File: src/rtl/msrv32_pkg.sv
// Shared types and constants for the msrv32 trap path: FSM states, mcause codes
// and next-PC source encodings.
package msrv32_pkg;

  typedef enum logic [1:0] {
    STATE_RESET       = 2'b00,
    STATE_OPERATING   = 2'b01,
    STATE_TRAP_TAKEN  = 2'b10,
    STATE_TRAP_RETURN = 2'b11
  } trap_state_t;

  localparam logic [3:0] CAUSE_INSTR_MISALIGN = 4'd0;
  localparam logic [3:0] CAUSE_ILLEGAL        = 4'd2;
  localparam logic [3:0] CAUSE_BREAK          = 4'd3;
  localparam logic [3:0] CAUSE_LOAD_MISALIGN  = 4'd4;
  localparam logic [3:0] CAUSE_STORE_MISALIGN = 4'd6;
  localparam logic [3:0] CAUSE_ECALL_M        = 4'd11;
  localparam logic [3:0] CAUSE_MSI            = 4'd3;
  localparam logic [3:0] CAUSE_MTI            = 4'd7;
  localparam logic [3:0] CAUSE_MEI            = 4'd11;

  localparam logic [1:0] PC_BOOT = 2'b00;
  localparam logic [1:0] PC_NEXT = 2'b01;
  localparam logic [1:0] PC_TRAP = 2'b10;
  localparam logic [1:0] PC_EPC  = 2'b11;

endpackage

File: src/rtl/msrv32_trap_priority_encoder.sv
// Combinational trap detector: resolves simultaneous exception flags and
// enabled pending interrupts into one cause; exceptions always win.
module msrv32_trap_priority_encoder
  import msrv32_pkg::*;
(
  input  logic       illegal_instr_in,
  input  logic       misaligned_instr_in,
  input  logic       misaligned_load_in,
  input  logic       misaligned_store_in,
  input  logic       ecall_in,
  input  logic       ebreak_in,
  input  logic       mie_in,
  input  logic       meie_in,
  input  logic       mtie_in,
  input  logic       msie_in,
  input  logic       meip_in,
  input  logic       mtip_in,
  input  logic       msip_in,
  output logic       exc,
  output logic       irq,
  output logic [3:0] cause,
  output logic       i_or_e
);

  logic ext_irq;
  logic sw_irq;
  logic tmr_irq;

  assign ext_irq = meie_in & meip_in;
  assign sw_irq  = msie_in & msip_in;
  assign tmr_irq = mtie_in & mtip_in;

  assign exc = illegal_instr_in | misaligned_instr_in | misaligned_load_in |
               misaligned_store_in | ecall_in | ebreak_in;
  assign irq = mie_in & (ext_irq | sw_irq | tmr_irq);

  // i_or_e only marks an interrupt when no exception competes in the same cycle
  assign i_or_e = ~exc & irq;

  always_comb begin
    cause = CAUSE_INSTR_MISALIGN;
    if (exc) begin
      if (ebreak_in)                cause = CAUSE_BREAK;
      else if (misaligned_instr_in) cause = CAUSE_INSTR_MISALIGN;
      else if (illegal_instr_in)    cause = CAUSE_ILLEGAL;
      else if (ecall_in)            cause = CAUSE_ECALL_M;
      else if (misaligned_store_in) cause = CAUSE_STORE_MISALIGN;
      else                          cause = CAUSE_LOAD_MISALIGN;
    end else if (irq) begin
      if (ext_irq)     cause = CAUSE_MEI;
      else if (sw_irq) cause = CAUSE_MSI;
      else             cause = CAUSE_MTI;
    end
  end

endmodule

File: src/rtl/msrv32_trap_controller.sv
// Machine-mode trap sequencer: four-state FSM that drives the CSR file trap
// controls, next-PC source select and pipeline flush.
module msrv32_trap_controller
  import msrv32_pkg::*;
(
  input  logic       clock,
  input  logic       rst_in,
  input  logic       illegal_instr_in,
  input  logic       misaligned_instr_in,
  input  logic       misaligned_load_in,
  input  logic       misaligned_store_in,
  input  logic       ecall_in,
  input  logic       ebreak_in,
  input  logic       mret_in,
  input  logic       mie_in,
  input  logic       meie_in,
  input  logic       mtie_in,
  input  logic       msie_in,
  input  logic       meip_in,
  input  logic       mtip_in,
  input  logic       msip_in,
  output logic       i_or_e_out,
  output logic [3:0] cause_out,
  output logic       set_cause_out,
  output logic       set_epc_out,
  output logic       mie_clear_out,
  output logic       mie_set_out,
  output logic       misaligned_exception_out,
  output logic       instret_inc_out,
  output logic [1:0] pc_src_out,
  output logic       flush_out
);

  trap_state_t state_reg, state_next;
  logic [3:0]  cause_reg, cause_next;
  logic        i_or_e_reg, i_or_e_next;

  logic        enc_exc;
  logic        enc_irq;
  logic [3:0]  enc_cause;
  logic        enc_i_or_e;

  msrv32_trap_priority_encoder u_priority (
    .illegal_instr_in    (illegal_instr_in),
    .misaligned_instr_in (misaligned_instr_in),
    .misaligned_load_in  (misaligned_load_in),
    .misaligned_store_in (misaligned_store_in),
    .ecall_in            (ecall_in),
    .ebreak_in           (ebreak_in),
    .mie_in              (mie_in),
    .meie_in             (meie_in),
    .mtie_in             (mtie_in),
    .msie_in             (msie_in),
    .meip_in             (meip_in),
    .mtip_in             (mtip_in),
    .msip_in             (msip_in),
    .exc                 (enc_exc),
    .irq                 (enc_irq),
    .cause               (enc_cause),
    .i_or_e              (enc_i_or_e)
  );

  always_ff @(posedge clock) begin
    if (!rst_in) begin
      state_reg  <= STATE_RESET;
      cause_reg  <= 4'd0;
      i_or_e_reg <= 1'b0;
    end else begin
      state_reg  <= state_next;
      cause_reg  <= cause_next;
      i_or_e_reg <= i_or_e_next;
    end
  end

  assign cause_out  = cause_reg;
  assign i_or_e_out = i_or_e_reg;

  always_comb begin
    state_next               = state_reg;
    cause_next               = cause_reg;
    i_or_e_next              = i_or_e_reg;
    pc_src_out               = PC_BOOT;
    flush_out                = 1'b0;
    set_cause_out            = 1'b0;
    set_epc_out              = 1'b0;
    mie_clear_out            = 1'b0;
    mie_set_out              = 1'b0;
    misaligned_exception_out = 1'b0;
    instret_inc_out          = 1'b0;
    case (state_reg)
      STATE_RESET: begin
        flush_out  = 1'b1;
        state_next = STATE_OPERATING;
      end
      STATE_OPERATING: begin
        pc_src_out      = PC_NEXT;
        instret_inc_out = ~(enc_exc | enc_irq);
        if (enc_exc | enc_irq) begin
          state_next  = STATE_TRAP_TAKEN;
          cause_next  = enc_cause;
          i_or_e_next = enc_i_or_e;
        end else if (mret_in) begin
          state_next = STATE_TRAP_RETURN;
        end
      end
      STATE_TRAP_TAKEN: begin
        set_cause_out   = 1'b1;
        set_epc_out     = 1'b1;
        mie_clear_out   = 1'b1;
        pc_src_out      = PC_TRAP;
        flush_out       = 1'b1;
        // mtval gets the faulting address only for the three misalignment exceptions
        misaligned_exception_out = ~i_or_e_reg &
          ((cause_reg == CAUSE_INSTR_MISALIGN) || (cause_reg == CAUSE_LOAD_MISALIGN) ||
           (cause_reg == CAUSE_STORE_MISALIGN));
        state_next      = STATE_OPERATING;
      end
      STATE_TRAP_RETURN: begin
        mie_set_out = 1'b1;
        pc_src_out  = PC_EPC;
        flush_out   = 1'b1;
        state_next  = STATE_OPERATING;
      end
      default: state_next = STATE_RESET;
    endcase
  end

endmodule
File: config.mk
export PLATFORM = sky130hd
export DESIGN_NAME = msrv32_trap_controller
export DESIGN_NICKNAME = d
export VERILOG_FILES = /design/src/rtl/msrv32_pkg.sv /design/src/rtl/msrv32_trap_priority_encoder.sv /design/src/rtl/msrv32_trap_controller.sv
export SDC_FILE = /design/constraint.sdc
export NUM_CORES = 1
export LEC_CHECK = 0
export CORE_MARGIN = 4
export CORE_UTILIZATION = 32
export CTS_CLUSTER_DIAMETER = 30
export DETAILED_ROUTE_END_ITERATION = 7
export GPL_ROUTABILITY_DRIVEN = 1
export MAX_ROUTING_LAYER = met4
export PLACE_DENSITY = 0.75
export SYNTH_ARGS = -nofsm -noshare
export SYNTH_HDL_FRONTEND = slang
export SYNTH_SLANG_ARGS = --single-unit
File: constraint.sdc
create_clock -name clock -period 1.8 [get_ports clock]
set_clock_uncertainty 0.2 [all_clocks]
set_input_delay 0.36 -clock clock [delete_from_list [all_inputs] [get_ports clock]]
set_output_delay 0.36 -clock clock [all_outputs]
set_load 0.005 [all_outputs]
After elaboration in Yosys (flattened, before gate mapping). Index checks and enable logic that the tools add are counted.

Output and inout bits: 14. Logic and storage cells: 50. Register bits after elaboration: 7. Input bits: 16.

Multiplexer cells: 18. Bitwise gates (word level): 17. Equal/unequal tests: 6. Reductions and logical operators: 6.

Operators by type and width (number): $mux 4 (7); $eq 4x3->1 const B (2); $or 1x1->1 (8); $and 1x1->1 (6); $mux 2 (3); $pmux 2 s3 (1); $mux 1 (5); $eq 2x2->1 const B (2); $logic_not 4->1 (1); $pmux 2 s2 (1); $mux 3 (1); $ne 3x3->1 const B (1); $not 1->1 (3); $reduce_or 3->1 (1); $eq 2x1->1 const B (1); $logic_not 2->1 (1); $logic_or 1x1->1 (2); $reduce_and 2->1 (1).

Longest topological paths before layout.
Depth after elaboration: 8. Mapped depth: 5. Mapped depth without buffers: 4.

Cells and area by module. Synthesis repeated with hierarchy kept, for this count alone.

Cell total of the unflattened synthesis: 57. Area, all modules: 471.7 sq um.

Modules (own cells, without submodules): msrv32_trap_controller (instances 1, sequential area each 140.1 sq um, area each 337.8 sq um, cells an instance 39); msrv32_trap_priority_encoder (instances 1, sequential area each 0.0 sq um, area each 133.9 sq um, cells an instance 18).

Worst setup path after synthesis. Ideal clock, no wire load.

Path type: input -> register. Start: in meie_in. End: reg cause_reg[2], in the netlist cause_out[2]. Data arrival time: 1300 ps. Required time: 1481 ps. Path slack: 182 ps. Stages on the path: 4. Cells stage by stage: a222oi_1 o211ai_1 nor2b_4 o221a_2.

Longest elaborated chain between the ends: 6.

RTL lines: from (decl) (RTL line msrv32_trap_controller.sv:16) `input logic meie_in,`; $and 1x1->1 (*) (RTL line msrv32_trap_priority_encoder.sv:29) `assign ext_irq = meie_in & meip_in;`; $or 1x1->1 (2 in a row) (RTL line msrv32_trap_priority_encoder.sv:35) `assign irq = mie_in & (ext_irq | sw_irq | tmr_irq);`; $and 1x1->1 (RTL line msrv32_trap_priority_encoder.sv:35); $mux 4 / $or 1x1->1 (equally long branches) (RTL line msrv32_trap_priority_encoder.sv:49, msrv32_trap_controller.sv:98); $mux 4 / $reduce_and 2->1 (equally long branches); to (signal assigned) (RTL line msrv32_trap_controller.sv:70) `cause_reg <= cause_next;`; to (decl) (RTL line msrv32_trap_controller.sv:35) `logic [3:0] cause_reg, cause_next;`.

Mark *: on every way between the ends. The rest lies on a longest branch, timed or not. A chain may end at the register's enable or synchronous reset.

Final worst setup path.
Start: in misaligned_load_in. End: out instret_inc_out.

Longest elaborated chain between the ends: 7.

RTL lines: from (decl) (RTL line msrv32_trap_controller.sv:10) `input logic misaligned_load_in,`; $or 1x1->1 (2 in a row) (RTL line msrv32_trap_priority_encoder.sv:33) `assign exc = illegal_instr_in | misaligned_instr_in | misaligned_load_in |`; $or 1x1->1 (2 in a row) (RTL line msrv32_trap_priority_encoder.sv:34) `misaligned_store_in | ecall_in | ebreak_in;`; $or 1x1->1 (RTL line msrv32_trap_controller.sv:97) `instret_inc_out = ~(enc_exc | enc_irq);`; $not 1->1 (RTL line msrv32_trap_controller.sv:97); $mux 1 (RTL line msrv32_trap_controller.sv:90) `case (state_reg)`; to (decl) (RTL line msrv32_trap_controller.sv:29) `output logic instret_inc_out,`.

Every way passes these cells.

==> results.md <==
- Outcome: finished with violations
- Failing checks: setup timing
- CTS root buf: clkbuf_4
- Cell variety after synth: 25
- Reg-to-Reg Start: state_reg[1]
- Filler Cell Count: 98
- Crit-path slowest cell: clkdlybuf4s50_1
- Via count: 576
- Min Tclk post-route: 1807 ps
- DRC: 0
- Drt first pass iters: 4
- First-pass GRT wire length: 2449 um
- Largest family of logic cells by synthesized area: simple AND/OR/NAND/NOR gates
- Fin Hold WS: 336.9 ps
- CTS Hold Buffers Added: 0
- Nets: 115
- Post-synthesis sequential area ratio: 33.43%
- Yosys warns: 0
- Fmax: 553.5 MHz
- Peak supply drop: 0.2346 mV
- Total Wirelength: 1566 um
- Initial Utilization: 35.79%
- Post-Syn Area: 419.2 um2
- Die Ht: 44.19 um
- Register bit total from synthesis: 7
- Tot GR Track Use: 17.65%
- Slew @ Worst Pin: 335.3 ps
- Slew margin rel.: 77.44%
- Vias/cell: 5.143
- Critical Path, Cell by Cell: clkdlybuf4s50_1, nor2_2, o211ai_1, nor2_1, buf_2
- Crit path max fanout: 2
- Most common flop cell mapped by yosys: dfxtp_1
- Chip width: 44.19 um
- Htree depth: 1
- Min-Delay Path Class: reg2reg
- Tcrit/Tclk final: 100.4%
- Critical path class: in2out
- Clk pin slew, worst setup/hold paths: 50 ps
- Cell Pwr Density: 537.5 nW/um2
- Startpoint Class: input pin
- Skew-Pair Late Insertion Delay: 240 ps
- Largest net degree at the start of global routing: 8
- Mux cell area share after synthesis: 0%
- Worst setup margin: -6.843 ps
- Buf+Inv Stages, Crit Path: 2
- Layout area overhead: 114.6%
- Crit. Startpoint: misaligned_load_in
- Slew Viols, Final: 0
- Die area: 1953 um2
- Post-synth EDFFs: 0
- Top-Level Pins: 30
- Synth async-reset ratio: 0%
- Area of the multi-input gates: 275.3 um2
- Fin util: 76.82%
- Mapped Nets: 63
- Cells after Synth: 47
- Core Rows: 12
- Initial antenna violation count: 0
- Number of I/O port buffers: 29
- CTS sink cnt: 7
- Slowest cell delay on critical path: 440 ps
- Core Region: 1171 um2
- Final setup fails: 1
- Layout cells sized above 1: 51.02%
- Synth Area in XOR/XNOR: 0%
- Hold path startpoint: cause_out[1]
- DP HPWL: 1176 um
- Drt initial violations: 18
- Top Family by Delay on Critical Path: buffers and inverters
- Final Hold Fails: 0
- Final GP Congestion: 0.8366
- Ant. Diodes: 0
- Gr ovfl total: 0
- FF/Latch Area: 142.6 um2
- RSZ-0062 raised after global routing: true
- Syn avg cell area: 8.918 um2
- MaxCap Viol Count: 0
- Synth Area in Compound Gates: 28.66%
- Antenna viol nets, final: 0
- Synth Area in Simple Gates: 28.96%
- WL per Instance: 13.98 um
- Clock buffer depth: 2
- Required time of the worst setup path: 1240 ps
- CTS tree: yes
- CP Capture Type: output pin
- Vias in the first global route: 560
- Max reg flops: 4
- Crit path DAT: 1250 ps
- Synth Area in Adders: 0%
- Pleak: 0.4440 nW
- CTS Buf Count: 3
[final cells by class]
type,count,share of cell area (%)
clock buffers,4,2.921
inverters,3,1.252
multi-input cells,32,30.60
flip-flops and latches,7,15.86
well taps,14,1.947
repair buffers,52,47.43
[cell families after synthesis]
kind of cell,Yosys count
and+or+nand+nor,17
AOI/OAI and AO/OA,15
DFF,7
buffers and inverters,8
[routing by layer]
| metal | up-vias | track usage [%] | share of wire [%] |
|---|---|---|---|
| li1 | 281 | - | - |
| met1 | 261 | 15.82 | 32 |
| met4 | 0 | 10.84 | 2.9 |
| met5 | - | - | 0 |
| met3 | 4 | 1.220 | 6.8 |
| met2 | 30 | 34.88 | 58 |
[repair_timing]
item,in CTS,in global routing
endpoints found under the hold margin,0,0
setup buffers,3,4
setup endpoints to repair,14,4
gates cloned,0,0
gates resized for setup,52,10
pin swaps,8,7
[metrics by stage]
stage               setup slack (ps)  instance area, um2  power (mW)  TNS [ps]  std cells
global placement              -715.3               828.3      0.3361     -3208        102
global route                  -93.11               899.6      0.5112    -139.2        112
detailed placement            -832.5               828.3      0.3412     -3919        102
floorplan                      181.5               419.2      0.2272         0         47
CTS                           -64.50               867.1      0.4796    -64.50        109
finish                        -6.843               899.6      0.4836    -6.843        112
[layout by cell type (no fill, tap or decap), drive strengths merged, types with 3 or more instances in the layout]
cell / n
nor2b: 3
buf: 32
inv: 3
dlygate4sd2: 6
clkdlybuf4s50: 10
o221a: 3
nor2: 4
dfxtp: 7
nor4: 3
clkbuf: 5
[Yosys cell counts, drive strengths merged, types with 2 or more instances]
| cell type | n | share of area [%] |
|---|---|---|
| dfxtp | 7 | 33 |
| nor2b | 3 | 6.3 |
| inv | 3 | 2.7 |
| nor3 | 2 | 5.1 |
| o21ai | 2 | 2.4 |
| o31ai | 2 | 3.6 |
| nor4 | 3 | 4.5 |
| buf | 2 | 3.6 |
| clkbuf | 3 | 2.7 |
| nor2 | 4 | 3.6 |
| o221a | 3 | 8.1 |
| a21oi | 2 | 2.4 |
[where the power goes]
group	switching, mW	internal [mW]
Sequential	0.0115	0.169
Clock	0.0511	0.0841
Combinational	0.0623	0.105
[worst paths after layout]
kind,cells past startpoint,slack [ps],to
worst min-delay path,1,340,cause_out[1]
worst max-delay path,5,-7,instret_inc_out
worst max register to register,6,210,cause_out[3]
worst min register to register,1,340,cause_out[1]
No activity file was read; power rests on OpenSTA's default activity.
